**src/rtl/fir_output_stage.sv**
```systemverilog
// FIR output stage: round/saturate the accumulator to 16 bits, then buffer
// the samples in a small FIFO ahead of the DAC interface.
module fir_output_stage #(
    parameter int DEPTH  = 4,
    parameter int DROP_W = 8
) (
    input  logic                     clk,
    input  logic                     rst,
    input  logic [19:0]              sum_in,
    input  logic                     sum_valid,
    output logic [15:0]              out_sample,
    output logic                     out_valid,
    input  logic                     out_ready,
    output logic                     clip,
    output logic [DROP_W-1:0]        drop_count,
    input  logic                     clr_flags,
    output logic [$clog2(DEPTH):0]   level
);

    localparam int AW = $clog2(DEPTH);
    localparam int LW = AW + 1;

    logic signed [20:0] rnd_sum;
    logic signed [16:0] shifted;
    logic [15:0]        sat_val;
    logic               sat_hit;

    logic [15:0]        s1_data_q;
    logic               s1_valid_q;
    logic [15:0]        mem_q [DEPTH];
    logic [AW-1:0]      wr_ptr_q;
    logic [AW-1:0]      rd_ptr_q;
    logic [LW-1:0]      level_q, level_d;
    logic               clip_q, clip_d;
    logic [DROP_W-1:0]  drop_q, drop_d;

    logic               full;
    logic               rd_en;
    logic               wr_en;
    logic               drop_en;

    // +8 then >>>4 rounds half toward +inf; only the top end can overflow
    assign rnd_sum = {sum_in[19], sum_in} + 21'sd8;
    assign shifted = rnd_sum[20:4];

    always_comb begin
        sat_val = shifted[15:0];
        sat_hit = 1'b0;
        if (shifted > 17'sd32767) begin
            sat_val = 16'h7FFF;
            sat_hit = 1'b1;
        end else if (shifted < -17'sd32768) begin
            sat_val = 16'h8000;
            sat_hit = 1'b1;
        end
    end

    assign out_valid  = (level_q != '0);
    assign out_sample = mem_q[rd_ptr_q];
    assign clip       = clip_q;
    assign drop_count = drop_q;
    assign level      = level_q;

    always_comb begin
        full    = (level_q == LW'(DEPTH));
        rd_en   = out_valid && out_ready;
        wr_en   = s1_valid_q && (!full || rd_en);
        drop_en = s1_valid_q && full && !rd_en;

        level_d = level_q;
        if (wr_en && !rd_en) begin
            level_d = level_q + LW'(1);
        end else if (rd_en && !wr_en) begin
            level_d = level_q - LW'(1);
        end

        clip_d = clip_q | (sum_valid & sat_hit);
        drop_d = drop_q;
        if (drop_en && (drop_q != '1)) begin
            drop_d = drop_q + DROP_W'(1);
        end
        if (clr_flags) begin
            clip_d = 1'b0;
            drop_d = '0;
        end
    end

    always_ff @(posedge clk) begin
        if (rst) begin
            s1_data_q  <= '0;
            s1_valid_q <= 1'b0;
            wr_ptr_q   <= '0;
            rd_ptr_q   <= '0;
            level_q    <= '0;
            clip_q     <= 1'b0;
            drop_q     <= '0;
            for (int i = 0; i < DEPTH; i++) begin
                mem_q[i] <= '0;
            end
        end else begin
            s1_valid_q <= sum_valid;
            if (sum_valid) begin
                s1_data_q <= sat_val;
            end
            if (wr_en) begin
                mem_q[wr_ptr_q] <= s1_data_q;
                wr_ptr_q        <= wr_ptr_q + AW'(1);
            end
            if (rd_en) begin
                rd_ptr_q <= rd_ptr_q + AW'(1);
            end
            level_q <= level_d;
            clip_q  <= clip_d;
            drop_q  <= drop_d;
        end
    end

endmodule

```
**config.mk**
```make
export PLATFORM = sky130hd
export DESIGN_NAME = fir_output_stage
export DESIGN_NICKNAME = d
export VERILOG_FILES = /design/src/rtl/fir_output_stage.sv
export SDC_FILE = /design/constraint.sdc
export NUM_CORES = 1
export LEC_CHECK = 0
export BUFFER_PORTS_ARGS = -buffer_cell sky130_fd_sc_hd__buf_2
export CAP_MARGIN = 10
export CORE_MARGIN = 2
export CORE_UTILIZATION = 52
export DETAILED_ROUTE_END_ITERATION = 10
export MAX_ROUTING_LAYER = met4
export PLACE_DENSITY_LB_ADDON = 0.25
export SETUP_SLACK_MARGIN = 0.5
export SYNTH_ARGS = -nofsm -noshare
export SYNTH_HDL_FRONTEND = slang
export SYNTH_SLANG_ARGS = --single-unit
export TNS_END_PERCENT = 50
```
**constraint.sdc**
```tcl
create_clock -name clk -period 2.3 [get_ports clk]
set_input_delay 0.115 -clock clk [delete_from_list [all_inputs] [get_ports clk]]
set_output_delay 0.115 -clock clk [all_outputs]
set_load 0.005 [all_outputs]
```
Word-level counts from Yosys, hierarchy flattened:

Memories as Yosys holds them, arrays and structs flattened. A register that Yosys moved wholly into a read port is not among the register bits.
Index checks and enable logic that the tools add are counted.
W data, S select, Z words.

* bits in registers: 33
* latch bits: 0
* memory bits (writable): 64
* bits in read-only memories: 0
* bits of input ports: 25
* output and inout port bits: 29
* memories: 1

* $add $sub $neg: 6
* multipliers: 0
* divide/modulo/power cells: 0
* order comparisons: 2
* equality and inequality tests: 2
* shift-type cells: 0
* multiplexer cells: 16
* bitwise operators: 2
* reductions and logical operators: 15

Memory list
* mem_q: depth 4, bits a word 16, read ports 1, clocked after memory_dff 1, wr ports 4, RTL line 30 `logic [15:0] mem_q [DEPTH];`

Operators with widths (count)
* $mux W16: 3
* $add A20 B5 Y21 const B: 1
* $gt A17 B16 Y1 const B: 1
* $lt A17 B16 Y1 const B: 1
* $reduce_or A16 Y1: 1
* $add A8 B1 Y8 const B: 1
* $mux W1: 8
* $ne A8 B8 Y1 const B: 1
* $logic_and A1 B1 Y1: 7
* $mux W2: 3
* $mux W3: 2
* $add A2 B1 Y2 const B: 2
* $add A3 B1 Y3 const B: 1
* $eq A3 B3 Y1 const B: 1
* $logic_not A1 Y1: 3
* $reduce_bool A3 Y1: 1
* $sub A3 B1 Y3 const B: 1
* $reduce_bool A2 Y1: 1
* $reduce_or A2 Y1: 1
* $and A1 B1 Y1: 1
* $logic_or A1 B1 Y1: 1
* $or A1 B1 Y1: 1

Logic depth before layout (Yosys ltp):

Gate-level depths: netlist (run 1).

* depth in word-level cells: 9
* gate-level depth with buffers: 9
* mapped depth without buffers: 9

Worst setup path before layout (run 1):

OpenSTA, ideal clock, no wires.

* path kind: reg-to-reg
* start: register level_q[0] (netlist: level[0])
* end: register level_q[2] (netlist: level[2])
* arrival: 2.148 ns
* required time: 2.229 ns
* slack: 0.081 ns
* stages on the path, launching flop included: 9
* buffers on the path: 0
* clock period less this slack: 2.219 ns
* path through: dfxtp_1 or3_2 nand2_1 ha_1 inv_1 fa_1 xor2_1 or3_1 a21oi_1

* longest elaborated chain between the ends: 7
* elaborated cells on any way between the ends: 15
* classes of those cells: add/sub (2); eq/ne (1); mux (2); reduce/logical (10)

RTL lines
* from (decl): RTL line 33 `logic [LW-1:0] level_q, level_d;`
* from (signal assigned): RTL line 112 `level_q <= level_d;`
* $reduce_bool A3 Y1 (*): RTL line 58 `assign out_valid = (level_q != '0);`
* named net out_valid: RTL line 12 `output logic out_valid,`
* $logic_and A1 B1 Y1 (*): RTL line 66 `rd_en = out_valid && out_ready;`
* $logic_or A1 B1 Y1: RTL line 67 `wr_en = s1_valid_q && (!full || rd_en);`
* $logic_and A1 B1 Y1: RTL line 67
* $logic_not A1 Y1: RTL line 73 `end else if (rd_en && !wr_en) begin`
* $logic_and A1 B1 Y1: RTL line 73
* $reduce_bool A2 Y1 (no line)

Mark *: on every way through the listed nets, which the timed path passes. The rest lies on a longest branch. The select of a mux whose other input is x is not followed.
A chain may end at the register's enable or synchronous reset.

Worst setup path after layout (run 1):

* start: register level_q[1] (netlist: level[1])
* end: register level_q[2] (netlist: level[2])

* longest elaborated chain between the ends: 7
* elaborated cells on any way between the ends: 15
* classes of those cells: add/sub (2); eq/ne (1); mux (2); reduce/logical (10)

RTL lines
* branches (longest 7 deep; another with $sub A3 B1 Y3)

Several ways; the timed one is not identified. The select of a mux whose other input is x is not followed.

==> impl_metrics.yaml, run 1 <==
critical_path:
  required_ns: 2.60
  endpoint: "level[2]"
  crit_fanout: 5
  r2r_end: "level[2]"
  reg2reg_from: "level[1]"
  reg2reg_slack_ns: 0.27
  cp.arrival_ns: 2.33
  r2r_cells: 8
  cp-start-kind: "register"
  worstSetupEndpointType: "register"
  critPathKind: "reg -> reg"
  startpoint: "level[1]"
cells_and_area:
  drive_gt1_frac: 0.2930
  nets: 478
  synthToLayoutAreaGrowth_pct: 17.74
  utilization: 0.6232
  num_antenna_cells: 0
logic_synthesis:
  synth_top_area_cell: "edfxtp_1"
  synth_edf_count: 64
  ys_async_sr_fraction: 0
  synth.distinct_cells: 48
  ys_warn_count: 0
  yosys-top-cells-area: "edfxtp_1 42%, dfxtp_1 15%, mux4_2 7.9%"
  synthFlopType: "edfxtp_1"
  synth_nets: 415
  synth_top_cell_area_share: 0.4226
  syn_inst: 386
  ys_seq_area_frac: 0.5766
  syn_avg_cell_area_um2: 11.78
  netlist_area_um2: 4548
  ys_seq_elements: 99
drt:
  vias: 3143
  drc: 0
  wl_per_cell_um: 16.58
  vias_per_cell: 5.593
  postRouteAntennaNets: 0
  drt_first_pass_iters: 4
  wirelength_um: 9317
  drtIter0Drc: 125
power_and_ir_drop:
  switchingPower_mw: 1.245
  p_leak_nw: 2.078
  swShare: 0.2825
  powerDensity_nw_per_um2: 823.1
  p_clk_frac: 0.261
  p_int_mw: 3.163
  peakVddDrop_mv: 0.3530
  p_comb_frac: 0.250
  power_frac_seq: 0.489
sta:
  setup_tns_ns: 0
  fin_worst_skew_ns: 0.009803
  hold-worst-slack_ns: 0.07599
  maxClockFrequency_mhz: 492.0
  tightest_slew_ns: 0.7631
  slew_headroom: 0.4907
  rsz0062_at_grt: "true"
  setup_slack_ns: 0.2675
  finalSetupViolCount: 0
  hold_viol_final: 0
  slew_violations: 0
  period_share: 0.8837
  fin_crit_ns: 2.032
die:
  core_um2: 8593
  die_y_um: 97.52
  die_area_um2: 9510
  io_pins: 54
  rows: 34
  initial_core_util: 0.5293
  die_w_um: 97.52
outcome:
  status: "finished, final reports clean"
placed_design:
  routabilityCongestion: 0.8658
  preCtsSetupSlack_ns: 0.2755
  hpwl_um: 6009
  portBuffers: 50
clock_tree:
  clk_latency_ns: 0.36
  clk_pin_slew_ns: 0.10
  cts.sinks: 99
  cts_root_buf: "clkbuf_8"
  cts_buffer_depth: 2
  postCtsHoldBufs: 0
  numCtsBuffers: 9
  htree_levels: 3
  cts_tree: "yes"
grt:
  met3_usage: 0.03237
  use_met2: 0.3533
  top_usage_layer: "met2"
  globalRouteMet1Util: 0.2619
  gr-usage-all-layers: 0.2103
  grt_pass1_wl_um: 15280
  overflow: 0
  grt_pass1_vias: 3154
  grt_max_degree: 33
  antenna_found_initial: 0
worst_hold_path:
  min_path_type: "in -> reg"
run:
  cap_violations: 0
-- synthesized netlist by cell type, types with 3 or more instances --
cell / count
mux4_2: 16
o21ai_0: 8
nand4_1: 7
and2_1: 19
nor2_1: 57
a21oi_1: 9
nand2_1: 30
a31oi_1: 4
nand2b_1: 4
and4_1: 5
or4_1: 5
xnor2_1: 4
o31ai_1: 3
ha_1: 3
clkbuf_1: 13
inv_1: 19
buf_2: 3
nand3_1: 14
mux2i_1: 3
o21bai_1: 4
xor2_1: 13
or3_1: 3
dfxtp_1: 35
and3_1: 3
a211oi_1: 9
edfxtp_1: 64
-- metrics by stage --
step	cell area, um^2	instances	total power, mW
after floorplan	4593	386	2.845
after global placement	4945	532	3.151
after detailed placement	4945	532	3.176
after CTS	5221	555	4.382
after global routing	5355	562	4.633
final	5355	562	4.408
-- placed cells by master, fill, tap and decap left out, types with 3 or more instances in the layout --
master / n
nand2b_1: 4
a21oi_1: 6
o21bai_1: 3
nand3_1: 14
and3_1: 3
o31ai_1: 3
xnor2_1: 4
inv_1: 17
buf_6: 3
o21ai_0: 8
buf_4: 16
a31oi_1: 4
nand4_1: 7
and2_1: 18
a211oi_1: 9
or4_1: 4
a21oi_2: 3
or3_4: 3
xor2_1: 13
and4_1: 5
mux4_2: 16
clkbuf_8: 9
dfxtp_1: 31
nor2_1: 57
nand2_1: 28
edfxtp_1: 64
buf_2: 50
mux2i_1: 3
-- how the worst min path moves through the flow --
stage,start,end,cells after the start
finish,sum_in[10],s1_data_q[6],3
global route,sum_in[16],s1_data_q[12],3
global placement,sum_in[10],s1_data_q[6],3
floorplan,rst,s1_valid_q,1
detailed placement,sum_in[10],s1_data_q[6],3
CTS,sum_in[10],s1_data_q[6],3
-- power by group through the flow --
stage	Clock [mW]	Combinational (mW)	Sequential, mW
2_1_floorplan	0	0.684	2.16
3_3_place_gp	0	0.964	2.19
3_5_place_dp	0	0.982	2.19
4_1_cts	1.17	1.07	2.14
5_1_grt	1.25	1.21	2.17
6_report	1.15	1.10	2.15
-- final cells by class --
class	instances	area, um^2
fillers	700	3238
flip-flops and latches	99	2633
multi-input cells	249	1871
repair buffers	71	435.4
well taps	108	135.1
clock buffers	9	123.9
clock inverters	7	83.83
inverters	19	73.82
-- routing by layer --
metal  vias up  wire [um]
li1       1533          -
met1      1517       4115
met2        84       4596
met3         9        479
met4         0        125
met5         -          0
-- logic make-up after synthesis --
logic type      share of synthesized area
compound gates                    0.07263
mux                               0.08583
xor+xnor                          0.03274
flops                              0.5766
simple gates                       0.1832
fa+ha+maj                         0.01266
buf+inv                           0.03631
-- sequential cells by signal (all words and copies together) (netlist names), named ones only --
name,flops
clip,1
drop_count,8
level,3
mem_q,64
rd_ptr_q,2
s1_data_q,16
s1_valid_q,1
wr_ptr_q,2
-- critical path, stage by stage (launching register included) --
cell     delay (ns)
dfxtp_4        0.38
or3_4          0.40
nand2_4        0.09
ha_4           0.13
inv_2          0.03
fa_2           0.32
xor2_1         0.16
or3_1          0.33
a21oi_2        0.13
-- repair_timing --
item	in CTS	in global routing
endpoints found under the hold margin	0	0
cloned	0	3
setup buffers	7	4
pin swaps	5	7
gates resized for setup	2	20
setup endpoints to repair	106	118
(Power assumes the default switching activity.)
==> run 2: changes to the inputs <==
Settings changed: CORE_UTILIZATION 52 to 54, CTS_BUF_LIST from default to sky130_fd_sc_hd__clkbuf_4.
==> run 2 against run 1 <==
  * Utilization grew 2.6 points
  * Global-route usage increased by 0.93 points
  * Power decreased by 6.3%
  * Sequential share of layout area is 0.46 points higher
  * Non-clock buffer count is 5 higher
  * Design area decreased by 0.84%
  * First-iteration DRC count is 10% higher
  * Critical path type unchanged
==> impl_metrics.yaml, run 2 (same netlist as run 1, synthesis figures left out) <==
drt:
  vias: 3153
  wl_per_cell_um: 16.45
  wirelength_um: 9279
  postRouteAntennaNets: 0
  drt_first_pass_iters: 4
  drc: 0
  vias_per_cell: 5.590
  drtIter0Drc: 138
critical_path:
  critPathKind: "reg -> reg"
  required_ns: 2.67
  r2r_cells: 8
  critPathMaxStageDelay_ns: 0.40
  cp-start-kind: "register"
  worstSetupEndpointType: "register"
  cp.arrival_ns: 2.36
  reg2reg_slack_ns: 0.31
  crit_fanout: 3
  cp_slowest_cell: "or3_4"
  crit_chain: "or3_4 -> nand2_4 -> ha_4 -> inv_2 -> fa_2 -> xor2_1 -> or3_1 -> a21oi_1"
clock_tree:
  cts_buffer_depth: 2
  cts_tree: "yes"
  cts_root_buf: "clkbuf_4"
  clk_latency_ns: 0.43
  numCtsBuffers: 9
  clk_pin_slew_ns: 0.15
  htree_levels: 3
  cts.sinks: 99
sta:
  fin_worst_skew_ns: 0.01942
  fin_crit_ns: 1.989
  setup_tns_ns: 0
  hold-worst-slack_ns: 0.02586
  period_share: 0.8647
  rsz0062_at_grt: "true"
  hold_viol_final: 0
  maxClockFrequency_mhz: 502.8
  slew_headroom: 0.5901
  tightest_slew_ns: 0.6113
  slew_violations: 0
  finalSetupViolCount: 0
cells_and_area:
  utilization: 0.6495
  nets: 483
  stdcell_area_um2: 5310
  final_common_cell: "edfxtp_1"
  synthToLayoutAreaGrowth_pct: 16.75
  final_cell_count_no_fill: 564
  n_fill_cell: 653
  final_cell_mix: "64 x edfxtp_1, 57 x nor2_1, 50 x buf_2, 31 x dfxtp_1, 28 x nand2_1"
  largest_register_ffs: 64
  num_antenna_cells: 0
  drive_gt1_frac: 0.2854
  regMostFlops: "mem_q"
power_and_ir_drop:
  peakVddDrop_mv: 0.2961
  powerDensity_nw_per_um2: 777.5
  p_leak_nw: 2.054
die:
  die_area_um2: 9173
  rows: 33
  io_pins: 54
  die_y_um: 95.78
  initial_core_util: 0.5563
  die_w_um: 95.78
  core_um2: 8175
outcome:
  status: "finished, final reports clean"
grt:
  antenna_found_initial: 0
  gr-usage-all-layers: 0.2195
  grt_max_degree: 33
  grt_pass1_vias: 2934
  grt_pass1_wl_um: 14380
  overflow: 0
placed_design:
  routabilityCongestion: 0.8800
  hpwl_um: 5959
  postPlaceCellArea_um2: 4941
  dpl.cell_count: 529
  portBuffers: 50
run:
  cap_violations: 0
worst_hold_path:
  hold_depth: 3
  min_path_type: "in -> reg"
-- run 2: changes by cell type in the layout (fill, tap and decap cells not counted), sizes merged --
cell	delta
buf	+3
bufinv	-1
dlygate4sd3	+3
inv	-2
clkinvlp	+2
clkbuf	+1
clkdlybuf4s15	-1
-- run 2: what timing repair did --
| action | 4_1_cts | 5_1_grt |
|---|---|---|
| endpoints found under the setup margin | 105 | 105 |
| resized for setup | 7 | 8 |
| setup buffers | 8 | 6 |
| endpoints found under the hold margin | 3 | 0 |
| pin swaps | 2 | 6 |
| hold buffers | 3 | 0 |
| gates cloned | 1 | 1 |
-- run 2: power breakdown --
| group | total, mW | internal [mW] | leakage [nW] | switching (mW) |
|---|---|---|---|---|
| Sequential | 2.15 | 2.05 | 0.954 | 0.106 |
| Clock | 0.795 | 0.233 | 0.0565 | 0.562 |
| Combinational | 1.18 | 0.654 | 1.04 | 0.527 |
| Total | 4.13 | 2.93 | 2.05 | 1.20 |
-- run 2: final timing paths --
check,from,end
max,level[1],level[2]
min,sum_in[11],s1_data_q[7]
max reg2reg,level[1],level[2]
min reg2reg,s1_data_q[15],s1_data_q[15]
-- run 2: metrics by stage --
stage          total power [mW]  worst slack (ns)
5_1_grt                   4.341            0.2128
6_report                  4.129            0.3111
3_5_place_dp              3.171            0.2911
4_1_cts                   4.127            0.2902
2_1_floorplan             2.845            0.3425
3_3_place_gp              3.149            0.3140
-- run 2: area by class of cell --
class	count	area [um^2]	share of cell area
Clock inverter	6	40.04	0.007540
Multi-Input combinational cell	249	1857	0.3497
Tap cell	105	131.4	0.02474
Sequential cell	99	2635	0.4962
Timing Repair Buffer	76	498.0	0.09378
Clock buffer	10	75.07	0.01414
Inverter	19	73.82	0.01390
-- run 2: critical path, delay by kind of cell (launching register included) --
kind / cells / cell delay [ns]
AND/OR/NAND/NOR: 3 / 0.78
adder cells (fa/ha/maj): 2 / 0.47
flip-flops: 1 / 0.38
XOR/XNOR: 1 / 0.15
AO/OA/AOI/OAI: 1 / 0.12
buffers and inverters: 1 / 0.04
-- run 2: per-layer routing --
metal / up-vias / GRT usage / routed length, um
met5: - / - / 0
met3: 5 / 0.03211 / 428
met4: 0 / 0.07619 / 56
li1: 1549 / - / -
met1: 1518 / 0.2920 / 4117
met2: 81 / 0.3491 / 4676
==> run 3: changes to the inputs <==
Settings changed: BUFFER_PORTS_ARGS -buffer_cell sky130_fd_sc_hd__buf_2 to default, CORE_UTILIZATION 54 to 59, DONT_BUFFER_PORTS from default to 1.
==> run 3 against run 2 <==
  * The flow now finishes with violations (negative hold slack)
  * Clock power increased by 7.2%
  * Clock skew shrank 0.0023 ns
  * Sequential power hardly changed
  * Design area shrank 1.0%
  * Final cell count fell by 6.6%
  * Combinational power fell by 21%
  * Global-route usage increased by 1.4 points
  * Via count is 2.4% lower
==> impl_metrics.yaml, run 3 (same netlist as run 1, synthesis figures left out) <==
critical_path:
  required_ns: 2.69
  critPathMaxStageDelay_ns: 0.42
  cp.arrival_ns: 2.45
  worstSetupEndpointType: "register"
  crit_chain: "or3_4 -> nand2_4 -> ha_4 -> inv_2 -> fa_2 -> xor2_1 -> or3_1 -> a21oi_2"
  cp.buffers_inverters: 1
  cp_slowest_cell: "or3_4"
  cp-start-kind: "register"
  crit_fanout: 6
  critPathKind: "reg -> reg"
  crit_family: "simple AND/OR/NAND/NOR gates"
clock_tree:
  cts.sinks: 99
  cts_tree: "yes"
  cts_buffer_depth: 2
  cts_root_buf: "clkbuf_4"
  postCtsHoldBufs: 23
  htree_levels: 3
  clk_latency_ns: 0.45
  numCtsBuffers: 9
  clk_pin_slew_ns: 0.16
drt:
  drt_first_pass_iters: 7
  postRouteAntennaNets: 0
  vias: 3076
  drtIter0Drc: 206
  wl_per_cell_um: 17.74
  vias_per_cell: 5.837
  drc: 0
  wirelength_um: 9347
cells_and_area:
  final_common_cell: "edfxtp_1"
  nets: 449
  synthToLayoutAreaGrowth_pct: 15.57
  largest_register_ffs: 64
  final_cell_count_no_fill: 527
  final_cell_mix: "64 x edfxtp_1, 57 x nor2_1, 32 x dfxtp_1, 28 x nand2_1, 22 x dlygate4sd3_1"
  regMostFlops: "mem_q"
  drive_gt1_frac: 0.1906
  utilization: 0.6910
  num_antenna_cells: 0
grt:
  gr-usage-all-layers: 0.2339
  overflow: 0
  antenna_found_initial: 0
  grt_max_degree: 35
  grt_pass1_wl_um: 14660
  grt_pass1_vias: 3066
placed_design:
  portBuffers: 0
  hpwl_um: 5724
  dpl.cell_count: 475
  routabilityCongestion: 0.8291
worst_hold_path:
  min_path_type: "in -> reg"
outcome:
  status: "finished, violations left"
  violations: "negative hold slack"
sta:
  finalSetupViolCount: 0
  rsz0062_at_grt: "true"
  fin_worst_skew_ns: 0.01710
  hold-worst-slack_ns: -0.2875
  setup_tns_ns: 0
  tightest_slew_ns: 0.7867
  fin_crit_ns: 2.057
  slew_headroom: 0.4749
  maxClockFrequency_mhz: 486.1
  hold_viol_final: 36
  period_share: 0.8944
  slew_violations: 0
die:
  die_y_um: 91.80
  io_pins: 54
  rows: 32
  die_area_um2: 8427
  initial_core_util: 0.5979
  core_um2: 7607
  die_w_um: 91.80
power_and_ir_drop:
  p_leak_nw: 1.955
  powerDensity_nw_per_um2: 752.3
  peakVddDrop_mv: 0.3297
run:
  cap_violations: 0
[run 3: cell type report]
class                           instances  area, um^2
Multi-Input combinational cell        250        1891
Timing Repair Buffer                   41       404.1
Sequential cell                        99        2631
Fill cell                             585        2351
Clock buffer                            9       67.56
Clock inverter                          7       61.31
Inverter                               19       73.82
Tap cell                              102       127.6
[run 3: report_power, final]
group	internal, mW	switching, mW	total [mW]
clock	0.244	0.608	0.852
combinational	0.498	0.439	0.937
sequential	2.04	0.125	2.17
total	2.78	1.17	3.95
[run 3: final timing paths]
path	startpoint	end	slack, ns	depth (start not counted)
setup reg to reg	level[1]	level[2]	0.24	8
hold / removal	rst	level[2]	-0.29	1
hold reg to reg	rd_ptr_q[1]	rd_ptr_q[1]	0.55	2
setup / recovery	level[1]	level[2]	0.24	8
[run 3: per-stage QoR]
stage          setup slack [ns]  power, mW  hold slack (ns)  instance area [um^2]
2_1_floorplan            0.3425      2.845           0.1954                  4593
3_3_place_gp             0.3034      2.984           0.1855                  4679
3_5_place_dp             0.2354      3.003           0.1882                  4679
4_1_cts                  0.2316      3.903          -0.3112                  5124
5_1_grt                  0.1643      4.135          -0.3217                  5256
6_report                 0.2429      3.954          -0.2875                  5256
[run 3: timing repair]
action,in CTS,in global routing
hold endpoints to repair,43,41
gates resized for setup,6,25
setup buffers,7,2
gates cloned,1,3
pin swaps,6,3
endpoints found under the setup margin,106,117
[run 3: worst reg2reg max path, cell delays in order, from the launching register on]
cell	delay (ns)
dfxtp_4	0.41
or3_4	0.42
nand2_4	0.09
ha_4	0.14
inv_2	0.04
fa_2	0.32
xor2_1	0.16
or3_1	0.32
a21oi_2	0.12
[run 3: routing by layer]
metal	vias up	wire length [um]	global-route usage
met2	106	4759	0.3885
li1	1484	-	-
met4	0	93	0.06095
met5	-	0	-
met1	1479	3846	0.2972
met3	7	647	0.04848
